--- src/rtl/sdram_port_arbiter.sv ---
// Two-port round-robin arbiter in front of a single-transaction SDRAM controller.
// Each port holds a request until it gets a one-cycle ack. The winning port's
// command is latched, so the controller address and data stay stable for the whole
// transaction. Read data is captured into that port's ordata register.
//
// Ports:
//   iclk, ireset                     clock, asynchronous active-high reset
//   pN_ireq/iwe/iaddress/iwdata      port N request, direction, address, write data
//   pN_ordata, pN_oack               port N read data (held), completion pulse
//   owrite_req/address/data          write command to the controller
//   iwrite_ack                       controller write-done pulse
//   oread_req/address                read command to the controller
//   iread_data, iread_ack            controller read data and read-done pulse
//   ogrant                           port owning the current or last transaction
//   obusy                            high whenever the FSM is not in IDLE
//   otimeout                         sticky flag, set when the ack wait exceeds ACK_TIMEOUT
module sdram_port_arbiter #(
    parameter int unsigned ACK_TIMEOUT = 1023
) (
    input  logic         iclk,
    input  logic         ireset,
    input  logic         p0_ireq,
    input  logic         p0_iwe,
    input  logic [21:0]  p0_iaddress,
    input  logic [127:0] p0_iwdata,
    output logic [127:0] p0_ordata,
    output logic         p0_oack,
    input  logic         p1_ireq,
    input  logic         p1_iwe,
    input  logic [21:0]  p1_iaddress,
    input  logic [127:0] p1_iwdata,
    output logic [127:0] p1_ordata,
    output logic         p1_oack,
    output logic         owrite_req,
    output logic [21:0]  owrite_address,
    output logic [127:0] owrite_data,
    input  logic         iwrite_ack,
    output logic         oread_req,
    output logic [21:0]  oread_address,
    input  logic [127:0] iread_data,
    input  logic         iread_ack,
    output logic         ogrant,
    output logic         obusy,
    output logic         otimeout
);

    localparam int unsigned AW    = 22;
    localparam int unsigned DW    = 128;
    localparam int unsigned CNT_W = (ACK_TIMEOUT < 1) ? 1 : $clog2(ACK_TIMEOUT + 1);

    typedef enum logic [1:0] {
        ST_IDLE  = 2'd0,
        ST_ISSUE = 2'd1,
        ST_WAIT  = 2'd2,
        ST_DONE  = 2'd3
    } state_t;

    state_t             r_state;
    logic               r_we;
    logic [AW-1:0]      r_addr;
    logic [DW-1:0]      r_wdata;
    logic [DW-1:0]      r_rdata0;
    logic [DW-1:0]      r_rdata1;
    logic               r_ack0;
    logic               r_ack1;
    logic               r_grant;
    logic               r_last;
    logic [CNT_W-1:0]   r_cnt;
    logic               r_timeout;

    logic w_req_any;
    logic w_winner;
    logic w_in_wait;
    logic w_ack_match;

    // Round robin: on contention the port that did not win last time goes first
    assign w_req_any   = p0_ireq | p1_ireq;
    assign w_winner    = (p0_ireq & p1_ireq) ? ~r_last : ~p0_ireq;
    assign w_in_wait   = (r_state == ST_WAIT);
    assign w_ack_match = r_we ? iwrite_ack : iread_ack;

    // State, latched command, read data capture, ack pulses and timeout tracking
    always_ff @(posedge iclk or posedge ireset) begin
        if (ireset) begin
            r_state   <= ST_IDLE;
            r_we      <= 1'b0;
            r_addr    <= '0;
            r_wdata   <= '0;
            r_rdata0  <= '0;
            r_rdata1  <= '0;
            r_ack0    <= 1'b0;
            r_ack1    <= 1'b0;
            r_grant   <= 1'b0;
            r_last    <= 1'b1;
            r_cnt     <= '0;
            r_timeout <= 1'b0;
        end else begin
            r_ack0 <= 1'b0;
            r_ack1 <= 1'b0;
            case (r_state)
                ST_IDLE: begin
                    if (w_req_any) begin
                        r_grant <= w_winner;
                        r_last  <= w_winner;
                        r_we    <= w_winner ? p1_iwe      : p0_iwe;
                        r_addr  <= w_winner ? p1_iaddress : p0_iaddress;
                        r_wdata <= w_winner ? p1_iwdata   : p0_iwdata;
                        r_cnt   <= '0;
                        r_state <= ST_ISSUE;
                    end
                end
                ST_ISSUE: r_state <= ST_WAIT;
                ST_WAIT: begin
                    if (w_ack_match) begin
                        if (!r_we) begin
                            if (r_grant) r_rdata1 <= iread_data;
                            else         r_rdata0 <= iread_data;
                        end
                        if (r_grant) r_ack1 <= 1'b1;
                        else         r_ack0 <= 1'b1;
                        r_state <= ST_DONE;
                    end else begin
                        // Saturating count; the flag stays set until reset
                        if (r_cnt != CNT_W'(ACK_TIMEOUT))
                            r_cnt <= r_cnt + CNT_W'(1);
                        if (r_cnt >= CNT_W'(ACK_TIMEOUT - 1))
                            r_timeout <= 1'b1;
                    end
                end
                ST_DONE: r_state <= ST_IDLE;
                default: r_state <= ST_IDLE;
            endcase
        end
    end

    // Requests drop combinationally with the ack so the controller never re-issues
    assign owrite_req     = w_in_wait &  r_we & ~iwrite_ack;
    assign oread_req      = w_in_wait & ~r_we & ~iread_ack;
    assign owrite_address = r_addr;
    assign oread_address  = r_addr;
    assign owrite_data    = r_wdata;

    assign p0_ordata = r_rdata0;
    assign p1_ordata = r_rdata1;
    assign p0_oack   = r_ack0;
    assign p1_oack   = r_ack1;
    assign ogrant    = r_grant;
    assign obusy     = (r_state != ST_IDLE);
    assign otimeout  = r_timeout;

endmodule

--- config.mk ---
export PLATFORM = sky130hd
export DESIGN_NAME = sdram_port_arbiter
export DESIGN_NICKNAME = d
export VERILOG_FILES = /design/src/rtl/sdram_port_arbiter.sv
export SDC_FILE = /design/constraint.sdc
export NUM_CORES = 1
export LEC_CHECK = 0
export ABC_AREA = 1
export BUFFER_PORTS_ARGS = -buffer_cell sky130_fd_sc_hd__buf_2
export CELL_PAD_IN_SITES_DETAIL_PLACEMENT = 1
export CELL_PAD_IN_SITES_GLOBAL_PLACEMENT = 2
export CORE_AREA = 2 2 337 339
export DETAILED_ROUTE_END_ITERATION = 6
export DIE_AREA = 0 0 339 341
export PLACE_DENSITY_LB_ADDON = 0.25
export SETUP_SLACK_MARGIN = 0.5
export SLEW_MARGIN = 20
export SYNTH_ARGS = -nofsm -noshare
export SYNTH_HDL_FRONTEND = slang
export SYNTH_SLANG_ARGS = --single-unit
--- constraint.sdc ---
create_clock -name iclk -period 19.79 [get_ports iclk]
set_input_delay 3.958 -clock iclk [delete_from_list [all_inputs] [get_ports iclk]]
set_output_delay 3.958 -clock iclk [all_outputs]
set_load 0.01 [all_outputs]
== Word level (Yosys, flattened, before mapping) ==
Cells that the tools add are included.
Cells by class
  bitwise logic cells: 13
  reductions and logical operators: 9
  eq/ne operators: 8
  mux-type cells: 18
  $lt $le $gt $ge: 1
  $add $sub $neg: 1
Operators by type and width (count)
  two-way mux 128 bit: 1
  two-way mux 10 bit: 3
  two-way mux 22 bit: 1
  case mux 10 bit (2 select lines): 1
  AND reduction 4 bit: 3
  adder 10 x 1 -> 10 bit (second input constant): 1
  greater-or-equal comparator 10 bit (second input constant): 1
  != test 10 bit (second input constant): 1
  two-way mux 1 bit: 9
  case mux 2 bit (4 select lines): 1
  NOT 1 bit: 7
  bitwise AND 1 bit: 5
  equality test 2 bit (second input constant): 2
  two-way mux 2 bit: 2
  != test 2 x 1 -> 1 bit (second input constant): 2
  != test 2 bit (second input constant): 2
  AND reduction 2 bit: 2
  nonzero test 2 bit: 2
  AND reduction 3 bit: 1
  equality test 2 x 1 -> 1 bit (second input constant): 1
  logical NOT 2 bit: 1
  bitwise OR 1 bit: 1
Word-level totals
  output and inout port bits: 435
  bits in registers: 424

== Longest topological paths before layout ==
  depth after elaboration: 4
  depth in mapped cells: 10

== Worst setup path before layout ==
OpenSTA, ideal clock, no wires.
  path type: input port to output port
  start point: in iread_ack
  end point: out oread_req
  path slack: 11584 ps
  data arrival time: 4248 ps
  data required time: 15832 ps
  stages on the path: 1
  path buffers: 0
  cell sequence: nor3_1
On the way
  cells in the longest elaborated chain, start to end: 2
Ends and longest elaborated chain
  start: declaration: RTL line 41  | input logic iread_ack,
  NOT 1 bit: RTL line 138  | assign oread_req = w_in_wait & ~r_we & ~iread_ack;
  bitwise AND 1 bit: RTL line 138
  end: declaration: RTL line 38  | output logic oread_req,
Every way passes these cells.

== Worst setup path after layout ==
  start point: in iwrite_ack
  end point: out owrite_req
On the way
  cells in the longest elaborated chain, start to end: 2
Ends and longest elaborated chain
  start: declaration: RTL line 37  | input logic iwrite_ack,
  NOT 1 bit: RTL line 137  | assign owrite_req = w_in_wait & r_we & ~iwrite_ack;
  bitwise AND 1 bit: RTL line 137
  end: declaration: RTL line 34  | output logic owrite_req,
Every way passes these cells.

==> results.txt <==
Result of the run - finished clean
Startpoint-to-endpoint class of the critical path - in2out
Total core area - 0.112 sq mm
Gr usage total - 14.5%
Finish-stage setup viols - 0
Wire length per cell after detailed routing - 20.1 um
WHS Path Cells - 1
Overflow left after global routing - 0
Most area-consuming cells after synthesis - sky130_fd_sc_hd__dfrtp_1, sky130_fd_sc_hd__o21ai_0, sky130_fd_sc_hd__nand2_1
Cell type contributing the most total cell area after synthesis - sky130_fd_sc_hd__dfrtp_1
Worst Clk Skew - 0.00836 ns
Post-route core utilization - 22.3%
Fmax - 119 MHz
Worst slack on hold paths - 0.477 ns
Total iterations of the first detailed-routing run - 4
Row count - 123
Post-DR vias/cell - 3.90
Summed instance area of the synthesized netlist - 0.0173 sq mm
Clock transition at path regs - 0.06 ns
Number of DRC markers in iteration 0 - 627
Hold-fix buffers, CTS - 0
Total Nets Final - 3171
CP max FO - 2
Vias in the first global route - 18100
Area after DPL - 0.0230 sq mm
Register area share after synthesis - 61.3%
Final Critical Period - 8.43 ns
Count of distinct cell types in the synthesized netlist - 28
Share of cells above drive strength 1 - 35.6%
Cells after synthesis - 1933
Initial antenna violation count - 63
Maximum vdd drop - 0.0679 mV
IO buf count - 870
DR vias - 16700
Startpoint type of the worst setup path - primary input
Residual antenna-violating net count after detailed routing - 0
H-tree levels - 2
Initial Util - 15.5%
Fraction of synthesis flops using an asynchronous set or reset pin - 100%
Wirelength, routed - 86.2 mm
Avg Inst Size Synth - 8.95 sq um
Most frequent cells in the layout - sky130_fd_sc_hd__buf_2, sky130_fd_sc_hd__nand2_1, sky130_fd_sc_hd__dfrtp_1
Nature of the critical path endpoint - output pin
Number of nets produced by synthesis - 2374
Final worst path period share - 42.6%
Width of the die - 339 um
Leading register cell type out of synthesis - sky130_fd_sc_hd__dfrtp_1
Count of cells resized by post-cts repair - 0
Inserted Clock Buffers - 55
Normalized max-slew margin - 29.7%
Root cell of the clock tree - sky130_fd_sc_hd__clkbuf_16
Vert. Die Dim - 341 um
Critical path data arrival time - 4.47 ns
HPWL after DPL - 65.5 mm
Req. time, crit path - 15.83 ns
Area share of the largest cell type after synthesis - 61.2%
Max-cap violation count - 0
Total count of max-transition violations in the final report - 0
Leakage component of the power - 0.0130 uW
GP Congestion - 0.847
Syn-to-layout area delta - 44.3%
Sum Neg Setup Slack - 0 ns
Maximum number of buffers from clock root to sink - 3
Flops & latches, synth - 424
Setup repair after global routing missed its margin - no
Cell Pwr Density - 162 mW/mm^2
TritonCTS clock tree - done
Non-Filler Cell Area, Final - 0.0250 sq mm
Slew at the pin closest to its max-slew limit - 1.05 ns
Clock latency on the worst-skew pair - 0.63 ns
Die area - 0.116 sq mm
Path type of the worst min-delay path - reg2reg
DRC viols - 0
Wire length of the first global-routing pass - 126 mm
Number of enable flip-flop cells after synthesis - 0
Yosys warnings - 0
Post-route insts no fill - 4291
Maximum number of pins on one net before global-route repair - 152
Hold Violations, Final - 0
Most frequent standard cell in the layout excluding fill and tap cells - sky130_fd_sc_hd__buf_2
IO Pins - 871
CTS Sinks - 424
Number of setup buffers added after CTS - 0
Placed cell count - 4173
Number of cells on the worst reg-to-reg path - 8
==> worst paths after layout <==
| kind | endpoint | slack (ns) | startpoint |
|---|---|---|---|
| setup reg to reg | owrite_data[121]$_DFFE_PP0P_ | 16.65 | r_state[1]$_DFFE_PP0P_ |
| setup / recovery | owrite_req | 11.36 | iwrite_ack |
| hold reg to reg | p0_oack$_DFF_PP0_ | 0.48 | ogrant$_DFFE_PP0P_ |
| hold / removal | p0_oack$_DFF_PP0_ | 0.48 | ogrant$_DFFE_PP0P_ |
| min in group asynchronous | owrite_data[59]$_DFFE_PP0P_ | 3.48 | ireset |
| max in group asynchronous | p1_ordata[120]$_DFFE_PP0P_ | 14.14 | ireset |
==> metrics by stage <==
stage | total power, uW | setup WS [ns]
5_1_grt | 4360 | 11.31
3_5_place_dp | 3030 | 11.35
6_report | 4050 | 11.36
2_1_floorplan | 2240 | 4.03
3_3_place_gp | 2990 | 11.33
4_1_cts | 4150 | 11.34
==> synth_stat cells, types with 3 or more instances <==
library cell                 n
sky130_fd_sc_hd__o21ai_0   407
sky130_fd_sc_hd__nor2_1    164
sky130_fd_sc_hd__nand3_1     9
sky130_fd_sc_hd__nor2_2      3
sky130_fd_sc_hd__dfrtp_1   423
sky130_fd_sc_hd__inv_2       3
sky130_fd_sc_hd__clkbuf_1   48
sky130_fd_sc_hd__ha_1        5
sky130_fd_sc_hd__inv_1     146
sky130_fd_sc_hd__buf_4      26
sky130_fd_sc_hd__clkbuf_2    5
sky130_fd_sc_hd__buf_2      65
sky130_fd_sc_hd__o21ai_1   166
sky130_fd_sc_hd__nand2_1   447
==> kinds of logic (layout without fill, tap and decap cells) <==
logic type	count (synthesis)	in the layout	synth area share [%]
compound gates	579	579	16.9
xor+xnor	2	2	0.101
fa+ha+maj	5	5	0.362
buf+inv	294	1133	7.45
flops	424	424	61.3
other cells	0	19	0
simple gates	629	629	13.9
==> power breakdown <==
part	switching [uW]	total, uW	internal, uW
Combinational	961	1490	529
Sequential	221	1480	1260
Clock	419	1080	661
Total	1600	4050	2450
==> flip-flops by register name, indices dropped and copies added (netlist names) <==
name	flops
owrite_data	128
p1_oack	1
ogrant	1
r_state	2
p0_ordata	128
r_we	1
r_cnt	10
oread_address	22
p1_ordata	128
r_last	1
p0_oack	1
otimeout	1
==> routing by layer <==
layer	up-vias	wire [um]	global-route usage, %	part of all wire, %
met5	-	250	0	0.29
met4	44	2350	5.00	2.7
met3	180	8600	6.51	10
met2	661	41800	24.7	48
met1	8030	33200	16.1	39
li1	7827	-	-	-
==> worst max-delay path, cell delays in order <==
cell and delay (ns):
sky130_fd_sc_hd__buf_2 0.11, sky130_fd_sc_hd__inv_1 0.08, sky130_fd_sc_hd__nand2_1 0.08, sky130_fd_sc_hd__nor2_1 0.09, sky130_fd_sc_hd__buf_2 0.15
==> cell type report <==
class / count / area [sq um]
Antenna cell: 19 / 47.5
Tap cell: 1500 / 1880
Sequential cell: 424 / 10600
Clock buffer: 82 / 1640
Fill cell: 13400 / 86900
Timing Repair Buffer: 885 / 4500
Clock inverter: 17 / 298
Inverter: 149 / 572
Multi-Input combinational cell: 1215 / 5410
(Power assumes the default switching activity.)
